`src/rtl/mult_pipe_hs_if.sv`:
```
// Handshake bundle for mult_pipe_hs: operand input channel, product output
// channel and the in-flight occupancy count.
// master: the side that drives operands and consumes products.
// slave : the multiplier pipeline itself.
interface mult_pipe_hs_if #(
    parameter int N = 8,
    parameter int M = 4
);
    logic                     in_valid;
    logic                     in_ready;
    logic [N-1:0]             mult1;
    logic [M-1:0]             mult2;
    logic                     sgn;
    logic                     out_valid;
    logic                     out_ready;
    logic [N+M-1:0]           res;
    logic [$clog2(M+1)-1:0]   inflight;

    modport master (
        output in_valid, mult1, mult2, sgn, out_ready,
        input  in_ready, out_valid, res, inflight
    );

    modport slave (
        input  in_valid, mult1, mult2, sgn, out_ready,
        output in_ready, out_valid, res, inflight
    );
endinterface

```
`src/rtl/mult_pipe_hs.sv`:
```
// mult_pipe_hs: M-stage shift-add multiplier with valid/ready handshake.
// Stage i adds (mult1 << i) when bit i of mult2 is set; the last stage is the
// output register, so a product appears M cycles after its acceptance edge.
// A stalled output (out_valid && !out_ready) freezes the whole pipeline.
// Optional macro MULT_SIGNED_EN: honour sgn as a two's-complement pair by
// sign-extending mult1 and subtracting the bit M-1 partial product.
module mult_pipe_hs #(
    parameter int N = 8,
    parameter int M = 4
) (
    input  logic             clk,
    input  logic             rst,
    mult_pipe_hs_if.slave    hs
);
    localparam int W  = N + M;
    localparam int CW = $clog2(M + 1);

    logic         valid_q  [M];
    logic [W-1:0] sum_q    [M];
    logic [W-1:0] mcand_q  [M];
    logic [M-1:0] mplier_q [M];
    logic         sgn_q    [M];

    logic         valid_d  [M];
    logic [W-1:0] sum_d    [M];
    logic [W-1:0] mcand_d  [M];
    logic [M-1:0] mplier_d [M];
    logic         sgn_d    [M];

    logic [CW-1:0] inflight_q, inflight_d;

    logic         stall;
    logic         accept;
    logic         drain;
    logic [W-1:0] ext;
    logic [W-1:0] pp;

    // Handshake decode: only an unaccepted output can hold the pipe.
    always_comb begin
        stall  = valid_q[M-1] && !hs.out_ready;
        accept = hs.in_valid && !stall;
        drain  = valid_q[M-1] && hs.out_ready;
    end

    assign hs.in_ready  = !stall;
    assign hs.out_valid = valid_q[M-1];
    assign hs.res       = sum_q[M-1];
    assign hs.inflight  = inflight_q;

    // Next-state for every stage; data only moves with a valid item, so
    // bubbles leave old data in place and res keeps its last product.
    always_comb begin
        for (int i = 0; i < M; i++) begin
            valid_d[i]  = valid_q[i];
            sum_d[i]    = sum_q[i];
            mcand_d[i]  = mcand_q[i];
            mplier_d[i] = mplier_q[i];
            sgn_d[i]    = sgn_q[i];
        end
        pp = '0;
`ifdef MULT_SIGNED_EN
        ext = {{M{hs.sgn & hs.mult1[N-1]}}, hs.mult1};
`else
        ext = {{M{1'b0}}, hs.mult1};
`endif
        if (!stall) begin
            valid_d[0] = hs.in_valid;
            if (hs.in_valid) begin
                sum_d[0]    = hs.mult2[0] ? ext : '0;
                mcand_d[0]  = ext << 1;
                mplier_d[0] = hs.mult2 >> 1;
                sgn_d[0]    = hs.sgn;
            end
            for (int i = 1; i < M; i++) begin
                valid_d[i] = valid_q[i-1];
                if (valid_q[i-1]) begin
                    pp          = mplier_q[i-1][0] ? mcand_q[i-1] : '0;
                    sum_d[i]    = sum_q[i-1] + pp;
`ifdef MULT_SIGNED_EN
                    if (i == M - 1 && sgn_q[i-1]) begin
                        sum_d[i] = sum_q[i-1] - pp;
                    end
`endif
                    mcand_d[i]  = mcand_q[i-1] << 1;
                    mplier_d[i] = mplier_q[i-1] >> 1;
                    sgn_d[i]    = sgn_q[i-1];
                end
            end
        end
    end

    // Occupancy: accept and drain on the same edge cancel out.
    always_comb begin
        inflight_d = inflight_q;
        case ({accept, drain})
            2'b10:   inflight_d = inflight_q + CW'(1);
            2'b01:   inflight_d = inflight_q - CW'(1);
            default: inflight_d = inflight_q;
        endcase
    end

    // Stage registers with synchronous reset discarding everything in flight.
    always_ff @(posedge clk) begin
        if (rst) begin
            for (int i = 0; i < M; i++) begin
                valid_q[i]  <= 1'b0;
                sum_q[i]    <= '0;
                mcand_q[i]  <= '0;
                mplier_q[i] <= '0;
                sgn_q[i]    <= 1'b0;
            end
            inflight_q <= '0;
        end else begin
            for (int i = 0; i < M; i++) begin
                valid_q[i]  <= valid_d[i];
                sum_q[i]    <= sum_d[i];
                mcand_q[i]  <= mcand_d[i];
                mplier_q[i] <= mplier_d[i];
                sgn_q[i]    <= sgn_d[i];
            end
            inflight_q <= inflight_d;
        end
    end

    // The output stage has no successor for its multiplicand, multiplier
    // remainder or sign, which are carried only to keep stages uniform.
    logic unused_tail;
    assign unused_tail = ^{mcand_q[M-1], mplier_q[M-1], sgn_q[M-1]};
endmodule

```
`src/flat_wrapper.sv`:
```
// flat-port wrapper written by rule: the top's interface ports become plain ports
module mult_pipe_hs_flat 
#(
    parameter int N = 8,
    parameter int M = 4
)
  (clk, rst, hs_in_valid, hs_mult1, hs_mult2, hs_sgn, hs_out_ready, hs_in_ready, hs_out_valid, hs_res, hs_inflight);
  mult_pipe_hs_if #(.N(N), .M(M)) hs_i ();
  input  logic clk;
  input  logic rst;
  input wire logic [$bits(hs_i.in_valid)-1:0] hs_in_valid;
  input wire logic [$bits(hs_i.mult1)-1:0] hs_mult1;
  input wire logic [$bits(hs_i.mult2)-1:0] hs_mult2;
  input wire logic [$bits(hs_i.sgn)-1:0] hs_sgn;
  input wire logic [$bits(hs_i.out_ready)-1:0] hs_out_ready;
  output wire logic [$bits(hs_i.in_ready)-1:0] hs_in_ready;
  output wire logic [$bits(hs_i.out_valid)-1:0] hs_out_valid;
  output wire logic [$bits(hs_i.res)-1:0] hs_res;
  output wire logic [$bits(hs_i.inflight)-1:0] hs_inflight;
  assign hs_i.in_valid = hs_in_valid;
  assign hs_i.mult1 = hs_mult1;
  assign hs_i.mult2 = hs_mult2;
  assign hs_i.sgn = hs_sgn;
  assign hs_i.out_ready = hs_out_ready;
  assign hs_in_ready = hs_i.in_ready;
  assign hs_out_valid = hs_i.out_valid;
  assign hs_res = hs_i.res;
  assign hs_inflight = hs_i.inflight;
  mult_pipe_hs #(.N(N), .M(M)) u_core (.clk(clk), .rst(rst), .hs(hs_i));
endmodule
```
`config.mk`:
```
export PLATFORM = sky130hd
export DESIGN_NAME = mult_pipe_hs_flat
export DESIGN_NICKNAME = d
export VERILOG_FILES = /design/src/rtl/mult_pipe_hs_if.sv /design/src/rtl/mult_pipe_hs.sv /design/src/flat_wrapper.sv
export SDC_FILE = /design/constraint.sdc
export NUM_CORES = 1
export LEC_CHECK = 0
export CORE_MARGIN = 2
export CORE_UTILIZATION = 30
export DETAILED_ROUTE_END_ITERATION = 10
export PLACE_DENSITY = 0.45
export SYNTH_ARGS = -nofsm -noshare
export SYNTH_HDL_FRONTEND = slang
export SYNTH_SLANG_ARGS = --single-unit
```
`constraint.sdc`:
```
create_clock -name clk -period 2.8 [get_ports clk]
set_input_delay 0.42 -clock clk [delete_from_list [all_inputs] [get_ports clk]]
set_output_delay 0.42 -clock clk [all_outputs]
set_load 0.02 [all_outputs]
```
=== Yosys cells after proc, flatten, opt, wreduce, memory -nomap -nowiden ===
Memories as Yosys holds them, arrays and structs flattened.
Index checks and enable logic that the tools add are counted.

* Equal/unequal tests: 4
* Bitwise gates (word level): 16
* Reductions and logical operators: 7
* Add/sub/neg operators: 5
* Mux-type cells: 40

{| class="wikitable"
|+ Operators by type and width
! cell !! count
|-
| 12-bit two-way mux || 19
|-
| 48-bit two-way mux || 2
|-
| 12-bit adder || 3
|-
| 4-bit two-way mux || 9
|-
| 16-bit two-way mux || 1
|-
| 1-bit bitwise OR || 16
|-
| 8-bit two-way mux || 1
|-
| 1-bit two-way mux || 7
|-
| 3-bit case mux with 2 select lines || 1
|-
| 3-bit by 1-bit adder with 3-bit output, second input constant || 1
|-
| 1-bit logical AND || 3
|-
| 3-bit AND reduction || 1
|-
| 3-bit by 1-bit subtractor with 3-bit output, second input constant || 1
|-
| 2-bit by 1-bit == test with 1-bit output, second input constant || 1
|-
| 2-bit == test, second input constant || 1
|-
| 1-bit zero test || 2
|-
| 2-bit inequality test, second input constant || 1
|-
| 2-bit nonzero test || 1
|-
| 1-bit inequality test, second input constant || 1
|}

* Logic and storage cells: 77
* Register bits: 3
* RAM bits: 116
* Input port bits: 17
* Memories kept: 4

{| class="wikitable"
|+ Memories
! name !! words !! bits a word !! read ports !! clocked after memory_dff !! wr ports !! line !! source
|-
| u_core.mcand_q || 4 || 12 || 3 || 0 || 4 || mult_pipe_hs.sv:20 || <nowiki>logic [W-1:0] mcand_q [M];</nowiki>
|-
| u_core.sum_q || 4 || 12 || 4 || 0 || 4 || mult_pipe_hs.sv:19 || <nowiki>logic [W-1:0] sum_q [M];</nowiki>
|-
| u_core.mplier_q || 4 || 4 || 3 || 0 || 4 || mult_pipe_hs.sv:21 || <nowiki>logic [M-1:0] mplier_q [M];</nowiki>
|-
| u_core.valid_q || 4 || 1 || 4 || 0 || 4 || mult_pipe_hs.sv:18 || <nowiki>logic valid_q [M];</nowiki>
|}

=== Depth between registers and ports, before layout ===
Gate-level depths: netlist of run 1.

* Depth in word-level cells: 6
* Gate-level depth with buffers: 11
* Gate-level depth less buffers: 10

=== Least setup slack after synthesis of run 1 ===
Ideal clock, no wire load.

* Kind: in2reg
* Start: input port hs_out_ready
* End: register u_core.inflight_q[2], in the netlist u_core.hs.inflight[2]
* Cell stages on the path: 11
* Setup slack: 378 ps
* Path buffers: 1
* Arrival: 2352 ps
* Library setup time: 70 ps
* Cell sequence: and2b_1 > inv_2 > and2_1 > inv_2 > buf_2 > ha_1 > inv_1 > fa_1 > xor2_1 > or3_1 > a21oi_1

* Cells in the longest elaborated chain, start to end: 6
* Elaborated cells on any way between the ends: 9
* Classes of those cells: 2 x eq/ne; 1 x mux; 6 x reduce/logical

{| class="wikitable"
|+ RTL lines
! what !! line !! source
|-
| from (decl) || flat_wrapper.sv:15 || <nowiki>input wire logic [$bits(hs_i.out_ready)-1:0] hs_out_ready;</nowiki>
|-
| 1-bit zero test * || mult_pipe_hs.sv:40 || <nowiki>stall = valid_q[M-1] && !hs.out_ready;</nowiki>
|-
| 1-bit logical AND * || mult_pipe_hs.sv:40 ||
|-
| 1-bit zero test * || n/a ||
|-
| via hs_in_ready || flat_wrapper.sv:16 || <nowiki>output wire logic [$bits(hs_i.in_ready)-1:0] hs_in_ready;</nowiki>
|-
| 1-bit logical AND * || mult_pipe_hs.sv:41 || <nowiki>accept = hs.in_valid && !stall;</nowiki>
|-
| 2-bit by 1-bit == test with 1-bit output or 2-bit == test (tied branches) || mult_pipe_hs.sv:95 || <nowiki>case ({accept, drain})</nowiki>
|-
| 3-bit case mux with 2 select lines or 2-bit nonzero test (tied branches) || n/a ||
|-
| to (signal assigned) || mult_pipe_hs.sv:121 || <nowiki>inflight_q <= inflight_d;</nowiki>
|-
| to (decl) || mult_pipe_hs.sv:30 || <nowiki>logic [CW-1:0] inflight_q, inflight_d;</nowiki>
|}

The timed path passes the listed nets; every way through them passes the cells marked *.
A chain may end at the register's enable or synchronous reset.

=== Final worst setup path of run 1 ===
* Start: input port hs_out_ready
* End: output port hs_in_ready

* Cells in the longest elaborated chain, start to end: 3

{| class="wikitable"
|+ RTL lines
! what !! line !! source
|-
| 1-bit zero test || mult_pipe_hs.sv:40 ||
|-
| 1-bit logical AND || mult_pipe_hs.sv:40 ||
|-
| 1-bit zero test || mult_pipe_hs.sv:45 || <nowiki>assign hs.in_ready = !stall;</nowiki>
|-
| to (decl) || flat_wrapper.sv:16 ||
|}

Every way passes these cells.

==> qor.yml, run 1 <==
worst_setup_path:
  crit_slowest_cell: "clkdlybuf4s50_1"
  crit_family: "buffers and inverters"
  cp-start-kind: "input port"
  rr_startpoint: "u_core.mplier_q[0][8]"
  crit_buf_inv: 4
  crit_top_cell: "clkdlybuf4s50_1"
  critical_path.cell_chain: "clkdlybuf4s50_1 > and2b_1 > inv_2 > buf_4 > clkdlybuf4s50_1"
  timing.rr.end: "u_core.sum_q[3][9]"
  critical_path.max_fanout: 7
  crit_path_end_kind: "primary output"
  cp.arrival_ns: 1.90
  crit_required_ns: 2.38
  ff2ff_setup_slack_ns: 0.57
  worstSetupPathType: "input port to primary output"
  cp_slowest_stage_delay_ns: 0.61
  r2r_cells: 9
global_routing:
  grt_max_degree: 47
  grt_usage_pct: 12.6
  grt_pass1_vias: 2962
  overflow: 0
  grt_pass1_wl_um: 14300
  antenna_found_initial: 0
timing:
  setup_viol: 0
  tightest_slew_ns: 0.551
  max_slew_margin_pct: 63.3
  finalCritPeriodShare_pct: 83.0
  tns_ns: 0
  hold_viol: 0
  rsz0062_at_grt: "no"
  slew_viol_final: 0
  fin_skew_ns: 0.00322
  fin_crit_ns: 2.32
  fmax_ghz: 0.430
synth:
  synth_area_leader_cell: "dfxtp_1"
  synth-async-reset-ratio_pct: 0
  ys_top_cells_by_area: "dfxtp_1, nand2_1, a21oi_1, ha_1, and2_1"
  yosys_warnings: 0
  synth_top_area_share_pct: 40.3
  ys_types: 49
  yosysSeqAreaShare_pct: 40.3
  yosys_register_bits: 78
  avgSynthCellArea_um2: 8.08
  synth_nets: 525
  synth-edff-count: 0
  netlist_area_um2: 3880
  synth_commonest_cells: "nand2_1, dfxtp_1, a21oi_1"
  synth_most_common_cell: "nand2_1"
  syn_inst: 480
  synth-main-ff-cell: "dfxtp_1"
floorplan:
  initial_core_util_pct: 30.7
  chipHeight_um: 118
  placementRows: 41
  core_area_um2: 12600
  io_pins: 34
  dieArea_um2: 13900
  chipWidth_um: 118
routing:
  drc: 0
  vias: 3198
  route.top_layer_used: "met4"
  wl_met3_um: 375
  drt-total-wl_um: 8470
  first_pass_iters: 4
  antenna_left: 0
  avgRoutedWirePerCell_um: 12.3
  wl_met2_um: 3660
  via_per_inst: 4.66
  initialDrtViolationCount: 148
  met1_length_um: 4340
clock_network:
  numCtsBuffers: 9
  clock_latency_ns: 0.33
  cts_tree: "built"
  cts_sinks: 78
  post_cts_resized: 0
  clk_pin_slew_worst_paths_ns: 0.05
  cts_root_buf: "clkbuf_16"
  h-tree-depth: 3
  cts_setup_buffers: 0
  clk_path_buf_depth: 2
  cts_hold_buf: 0
place:
  post-dp-hpwl_um: 6270
  placed_area_um2: 4390
  gp_congestion: 0.773
  placement.io_buffers: 32
layout:
  final_net_count: 556
  multi_input_area_um2: 2150
  syn2layout_area_growth_pct: 20.4
  final_area_um2: 4670
  drive_above_1_share_pct: 6.60
  regArea_um2: 1560
  fill_cells: 1368
  antenna_cells: 0
run:
  max_cap_viol_count: 0
power_and_ir_drop:
  p_per_area_nw_per_um2: 529
  vdd_drop_max_mv: 0.302
  p_leak_nw: 1.79
worst_hold_path:
  min_from: "u_core.mcand_q[0][31]"
  whs_path_depth: 2
  hold_end: "u_core.mcand_q[0][31]"
  hold_path.class: "flip-flop to flip-flop"
status:
  status: "finished, final reports clean"
==> worst min-delay path: stages, from the launching register on <==
cell	delay, ns
dfxtp_1	0.30
nand2_1	0.05
a21oi_1	0.05
==> final cells by class <==
class	instances	share of cell area, %
clock buffer	14	5.44
sequential	78	33.4
clock inverter	1	0.643
tap	172	4.61
timing repair buffer	46	9.00
inverter	10	0.804
multi-input combinational	366	46.1
==> cells by family after synthesis <==
family / after synthesis / share of synthesized area [%]
simple gates: 204 / 24.3
mux: 1 / 0.258
fa+ha+maj: 28 / 9.81
compound gates: 126 / 19.5
flops: 78 / 40.3
xor+xnor: 7 / 1.58
buf+inv: 36 / 4.29
==> metrics by stage <==
stage          power [mW]  setup slack [ns]  utilization, %  cells  hold slack (ns)
2_1_floorplan        1.30             0.378               -    480            0.432
3_3_place_gp         1.36             0.219            34.8    672            0.441
3_5_place_dp         1.37             0.194            34.8    672            0.445
4_1_cts              2.51             0.472            37.0    687            0.453
5_1_grt              2.59             0.321            37.0    687            0.465
6_report             2.47             0.476            37.0    687            0.450
==> cell usage in the layout, fill, tap and decap left out, types with 2 or more instances in the layout <==
cell | netlist | layout
nor2b_1 | 2 | 2
xor2_1 | 5 | 5
o21bai_1 | 2 | 2
nor4b_1 | 4 | 4
nand2_1 | 110 | 110
buf_4 | 0 | 14
a21oi_1 | 70 | 70
a2111oi_0 | 2 | 2
nand4_1 | 2 | 2
nand2b_1 | 3 | 3
clkbuf_16 | 0 | 9
and2_1 | 27 | 27
inv_2 | 2 | 2
nor3_1 | 5 | 5
dfxtp_1 | 78 | 78
o2111ai_1 | 2 | 2
ha_1 | 24 | 24
clkdlybuf4s50_1 | 0 | 31
o211ai_1 | 3 | 3
inv_1 | 8 | 8
xnor2_1 | 2 | 2
nand3_1 | 16 | 16
a31oi_1 | 6 | 6
nor2_1 | 22 | 22
o311ai_1 | 2 | 2
o21ai_1 | 2 | 2
o21a_1 | 3 | 3
a211o_1 | 4 | 4
o21ai_0 | 9 | 9
a21o_1 | 4 | 4
fa_1 | 4 | 4
clkbuf_1 | 10 | 4
a211oi_1 | 12 | 12
or3_1 | 5 | 5
==> worst max-delay path by stage <==
stage / startpoint / depth (start not counted) / slack (ns) / end
final: hs_out_ready / 5 / 0.48 / hs_in_ready
after global routing: u_core.mplier_q[0][8] / 9 / 0.32 / u_core.sum_q[3][9]
after CTS: hs_out_ready / 5 / 0.47 / hs_in_ready
after detailed placement: hs_out_ready / 11 / 0.19 / u_core.hs.inflight[2]
after global placement: hs_out_ready / 11 / 0.22 / u_core.hs.inflight[2]
after floorplan: hs_out_ready / 11 / 0.38 / u_core.hs.inflight[2]
==> where the power goes <==
| part | switching, mW | internal, mW |
|---|---|---|
| Sequential | 0.0216 | 1.14 |
| Combinational | 0.107 | 0.0722 |
| Clock | 0.419 | 0.711 |
==> flip-flops by register name (all words and copies together) (netlist names) <==
register	count
u_core.mplier_q	6
u_core.sum_q	41
u_core.mcand_q	24
u_core.hs.inflight	3
u_core.valid_q	4
==> layer usage <==
layer	vias to the layer above	GRT usage (%)
li1	1726	-
met4	0	3.24
met3	5	4.55
met1	1413	16.6
met2	54	19.7
met5	-	0
(Power assumes the default switching activity.)
==> run 2: changes to the inputs <==
Settings changed: PLACE_DENSITY 0.45 to 0.47.
Clock period 2.8 ns to 2.11 ns, I/O delays scaled along.
==> qor.yml, run 2 (same netlist as run 1, synthesis figures left out) <==
place:
  gp_congestion: 0.805  # +4.1%
  place_ws_ns: -0.301  # -0.494 ns
  post-dp-hpwl_um: 6480  # +3.3%
  placed_area_um2: 4560  # +4.1%
  placement.io_buffers: 32  # unchanged
power_and_ir_drop:
  p_leak_nw: 1.89  # +5.1%
  vdd_drop_max_mv: 0.456  # +51%
  p_per_area_nw_per_um2: 660  # +25%
worst_setup_path:
  crit_start: "u_core.mplier_q[0][0]"
  worstSetupPathType: "flip-flop to flip-flop"
  cp-start-kind: "flip-flop"
  crit_family: "simple AND/OR/NAND/NOR gates"
  crit_path_end_kind: "flip-flop"
  critical_path.max_fanout: 4  # -3
  critical_path.cell_chain: "and2_4 > ha_4 > buf_4 > a211oi_2 > nor2_2 > or4b_4 > a211o_1 > nand3_2"
  crit_slowest_cell: "or4b_4"
  crit_required_ns: 2.39  # about the same
  cp_slowest_stage_delay_ns: 0.49  # -0.12 ns
  cp.arrival_ns: 2.35  # +0.45 ns
  ff2ff_setup_slack_ns: 0.04  # -0.53 ns
  rr_startpoint: "u_core.mplier_q[0][0]"
  crit_buf_inv: 1  # -3
layout:
  drive_above_1_share_pct: 14.9  # +8.3 points
  fill_cells: 1354  # -1.0%
  antenna_cells: 0  # unchanged
  syn2layout_area_growth_pct: 27.9
  largest_register_ffs: 41  # unchanged
  final_cell_mix: "nand2_1, dfxtp_1, a21oi_1"
  top_regs: "u_core.sum_q x41, u_core.mcand_q x24, u_core.mplier_q x6"
  top_register: "u_core.sum_q"
  final_net_count: 577  # +3.8%
  final_common_cell: "nand2_1"
  final_area_um2: 4960  # +6.3%
timing:
  max_slew_margin_pct: 67.3  # +4.1 points
  hold_viol: 0  # unchanged
  rsz0062_at_grt: "yes"
  fin_crit_ns: 2.07
  setup_slack_ns: 0.0359  # -0.440 ns
  tightest_slew_ns: 0.490  # -0.0608 ns
  slew_viol_final: 0  # unchanged
  fin_skew_ns: 0.00573  # +0.00251 ns
  hold_slack_ns: 0.425  # -0.0242 ns
  fmax_ghz: 0.482
  setup_viol: 0  # unchanged
  finalCritPeriodShare_pct: 98.3
floorplan:
  dieArea_um2: 13900  # unchanged
  placementRows: 41  # unchanged
  chipWidth_um: 118  # unchanged
  initial_core_util_pct: 30.7  # unchanged
  io_pins: 34  # unchanged
  chipHeight_um: 118  # unchanged
  core_area_um2: 12600  # unchanged
routing:
  via_per_inst: 4.71  # +1.3%
  drt-total-wl_um: 8850  # +4.5%
  drc: 0  # unchanged
  first_pass_iters: 4  # unchanged
  antenna_left: 0  # unchanged
  vias: 3342  # +4.5%
  avgRoutedWirePerCell_um: 12.5  # +1.3%
  initialDrtViolationCount: 125  # -16%
worst_hold_path:
  hold_path.class: "input port to flip-flop"
  min_from: "rst"
clock_network:
  clk_pin_slew_worst_paths_ns: 0.05  # about the same
  cts_tree: "built"
  clk_path_buf_depth: 2  # unchanged
  cts_sinks: 78  # unchanged
  cts_hold_buf: 0  # unchanged
  numCtsBuffers: 9  # unchanged
  clock_latency_ns: 0.34  # about the same
  h-tree-depth: 3  # unchanged
  cts_root_buf: "clkbuf_16"
status:
  status: "finished, final reports clean"
global_routing:
  overflow: 0  # unchanged
  grt_pass1_vias: 3118  # +5.3%
  antenna_found_initial: 0  # unchanged
  grt_max_degree: 46  # -2.1%
  grt_pass1_wl_um: 14700  # +3.0%
  grt_usage_pct: 12.9  # +0.29 points
run:
  max_cap_viol_count: 0  # unchanged
## run 2: cell types whose count changed in the layout (fill, tap and decap cells not counted), sizes merged
cell,change
buf,+21
clkbuf,+1
clkdlybuf4s50,-1
dlygate4sd2,+1
## run 2: final timing paths
kind | to | cells after the start
worst max register to register | u_core.sum_q[1][8] | 8
worst max-delay path | u_core.sum_q[1][8] | 8
worst min register to register | u_core.mcand_q[0][29] | 2
worst min-delay path | u_core.sum_q[3][3] | 3
## run 2: what timing repair did
action | in CTS | in global routing
setup buffers | 0 | 4
pin swaps | 0 | 10
setup endpoints to repair | 1 | 11
gates resized for setup | 1 | 24
## run 2: final cells by class
cell class                 instances  area [um^2]  area share (%)
inverter                          10         40.0           0.807
clock inverter                     1         30.0           0.605
tap                              172          215            4.34
sequential                        78         1570            31.6
timing repair buffer              67          602            12.1
multi-input combinational        366         2260            45.5
clock buffer                      15          248            4.99
## run 2: report_power, final
group          leakage [nW]  internal (mW)  total [mW]  switching (mW)
logic                  1.12          0.116       0.265           0.149
clock network         0.132          0.918        1.47           0.552
registers             0.635           1.51        1.54          0.0296
total                  1.89           2.55        3.28           0.730
## run 2: through the flow
stage	power, mW	std cells	setup TNS (ns)	utilization [%]
finish	3.28	709	0	39.3
global route	3.43	709	-0.140	39.3
CTS	3.33	705	0	38.4
detailed placement	1.83	689	-0.480	36.2
global placement	1.83	689	-0.386	36.2
floorplan	1.73	480	0	-
## run 2: worst min-delay path, stage by stage
cell and delay, ns:
buf_2 0.12, buf_4 0.21, a21oi_1 0.05
## run 2: routing by layer
metal / track usage [%] / vias up / wire length [um]
met5: 0 / - / 0
met2: 20.5 / 56 / 4000
met1: 16.7 / 1507 / 4400
met3: 3.78 / 10 / 335
li1: - / 1769 / -
met4: 4.52 / 0 / 119
==> run 3: changes to the inputs <==
Settings changed: ABC_CLOCK_PERIOD_IN_PS from default to 2110, PLACE_DENSITY 0.47 to default.
==> qor.yml, run 3 (same netlist as run 1, synthesis figures left out) <==
power_and_ir_drop:
  p_per_area_nw_per_um2: 705  # +6.7%
  vdd_drop_max_mv: 0.368  # -19%
  p_leak_nw: 1.90  # +0.62%
worst_setup_path:
  cp.arrival_ns: 2.33  # -0.02 ns
  crit_end: "u_core.hs.inflight[2]"
  critical_path.max_fanout: 2  # -2
  crit_start: "hs_out_ready"
  worstSetupPathType: "input port to flip-flop"
  rr_startpoint: "u_core.mplier_q[0][0]"
  cp-start-kind: "input port"
  crit_path_end_kind: "flip-flop"
  r2r_cells: 8  # unchanged
  timing.rr.end: "u_core.sum_q[1][8]"
  crit_required_ns: 2.38  # about the same
  ff2ff_setup_slack_ns: 0.09  # +0.05 ns
layout:
  antenna_cells: 0  # unchanged
  largest_register_ffs: 41  # unchanged
  drive_above_1_share_pct: 14.3  # -0.56 points
  top_register: "u_core.sum_q"
  top_regs: "u_core.sum_q x41, u_core.mcand_q x24, u_core.mplier_q x6"
  final_cell_mix: "nand2_1, dfxtp_1, a21oi_1"
  syn2layout_area_growth_pct: 27.9  # about the same
  fin_cells: 702  # -0.99%
  final_net_count: 570  # -1.2%
  final_common_cell: "nand2_1"
  final_area_um2: 4960  # about the same
routing:
  antenna_left: 0  # unchanged
  met1_length_um: 4310  # -2.1%
  wl_met3_um: 297  # -11%
  wl_met2_um: 3890  # -2.8%
  route.top_layer_used: "met4"
  first_pass_iters: 4  # unchanged
  initialDrtViolationCount: 140  # +12%
  drt-total-wl_um: 8640  # -2.4%
  via_per_inst: 4.73  # +0.42%
  avgRoutedWirePerCell_um: 12.3  # -1.4%
  vias: 3323  # -0.57%
  drc: 0  # unchanged
global_routing:
  grt_max_degree: 68  # +48%
  overflow: 0  # unchanged
  antenna_found_initial: 0  # unchanged
  grt_usage_pct: 12.8  # -0.18 points
  grt_pass1_wl_um: 14700  # +0.29%
  grt_pass1_vias: 3254  # +4.4%
place:
  dp.cells: 685  # -0.58%
  post-dp-hpwl_um: 6340  # -2.1%
  gp_congestion: 0.805  # about the same
  placement.io_buffers: 32  # unchanged
  placed_area_um2: 4550  # -0.38%
  place_ws_ns: -0.314  # -0.0133 ns
floorplan:
  core_area_um2: 12600  # unchanged
  dieArea_um2: 13900  # unchanged
  placementRows: 41  # unchanged
  io_pins: 34  # unchanged
  initial_core_util_pct: 30.7  # unchanged
  chipHeight_um: 118  # unchanged
  chipWidth_um: 118  # unchanged
worst_hold_path:
  min_from: "rst"
  hold_path.class: "input port to flip-flop"
timing:
  hold_viol: 0  # unchanged
  max_slew_margin_pct: 70.9  # +3.6 points
  finalCritPeriodShare_pct: 97.8  # -0.54 points
  slew_viol_final: 0  # unchanged
  tightest_slew_ns: 0.435  # -0.0543 ns
  setup_viol: 0  # unchanged
  fin_skew_ns: 0.00677  # +0.00105 ns
  fmax_ghz: 0.485  # +0.56%
  hold_slack_ns: 0.353  # -0.0726 ns
  setup_slack_ns: 0.0474  # +0.0115 ns
  fin_crit_ns: 2.06  # -0.0115 ns
status:
  status: "finished, final reports clean"
clock_network:
  cts_tree: "built"
  numCtsBuffers: 9  # unchanged
  clock_latency_ns: 0.34  # about the same
  clk_pin_slew_worst_paths_ns: 0.06  # about the same
  clk_path_buf_depth: 2  # unchanged
  cts_sinks: 78  # unchanged
  cts_root_buf: "clkbuf_16"
  h-tree-depth: 3  # unchanged
run:
  max_cap_viol_count: 0  # unchanged
==> run 3: cell types whose count changed in the layout (fill, tap and decap cells not counted), sizes merged <==
| cell | delta |
|---|---|
| clkbuf | -4 |
| buf | -7 |
| bufinv | +1 |
| clkinv | +2 |
| inv | +1 |
==> run 3: worst min path at each step <==
stage | endpoint | slack (ns) | depth (start not counted)
floorplan | u_core.mcand_q[0][27] | 0.43 | 2
global placement | u_core.mcand_q[0][27] | 0.44 | 2
detailed placement | u_core.mcand_q[0][30] | 0.45 | 2
CTS | u_core.sum_q[3][6] | 0.35 | 2
global route | u_core.sum_q[3][7] | 0.37 | 2
finish | u_core.sum_q[3][6] | 0.35 | 2
==> run 3: metrics by stage <==
stage | power (mW) | utilization, % | setup TNS [ns]
floorplan | 1.73 | - | 0
global placement | 1.82 | 36.0 | -0.393
CTS | 3.53 | 38.7 | 0
finish | 3.50 | 39.3 | 0
global route | 3.62 | 39.3 | -0.0127
detailed placement | 1.83 | 36.0 | -0.471
==> run 3: critical path, stage by stage <==
cell and delay [ns]:
clkdlybuf4s50_1 0.42, and2b_2 0.25, inv_4 0.03, and2_4 0.15, inv_2 0.07, ha_4 0.13, inv_1 0.04, fa_2 0.33
xor2_1 0.16, or3_1 0.31, a21oi_1 0.13
==> run 3: routing by layer <==
layer	track usage (%)	vias up
met3	3.68	15
met5	0	-
met4	4.44	0
met2	20.5	47
li1	-	1744
met1	16.4	1517
==> run 3: final cells by class <==
cell class	instances	area [um^2]
tap	172	215
clock buffer	11	253
timing repair buffer	60	562
fill	1363	7660
multi-input combinational	366	2240
inverter	10	40.0
sequential	78	1570
clock inverter	5	80.1
==> run 3: what timing repair did <==
action / CTS / global route
endpoints found under the setup margin: 2 / 11
hold buffers: 0 / 0
resized for setup: 2 / 19
gates cloned: 0 / 0
pin swaps: 1 / 6
setup buffers: 0 / 1
==> run 3: power breakdown <==
part           switching (mW)  internal [mW]
clock                   0.594           1.10
sequential             0.0292           1.51
combinational           0.148          0.113
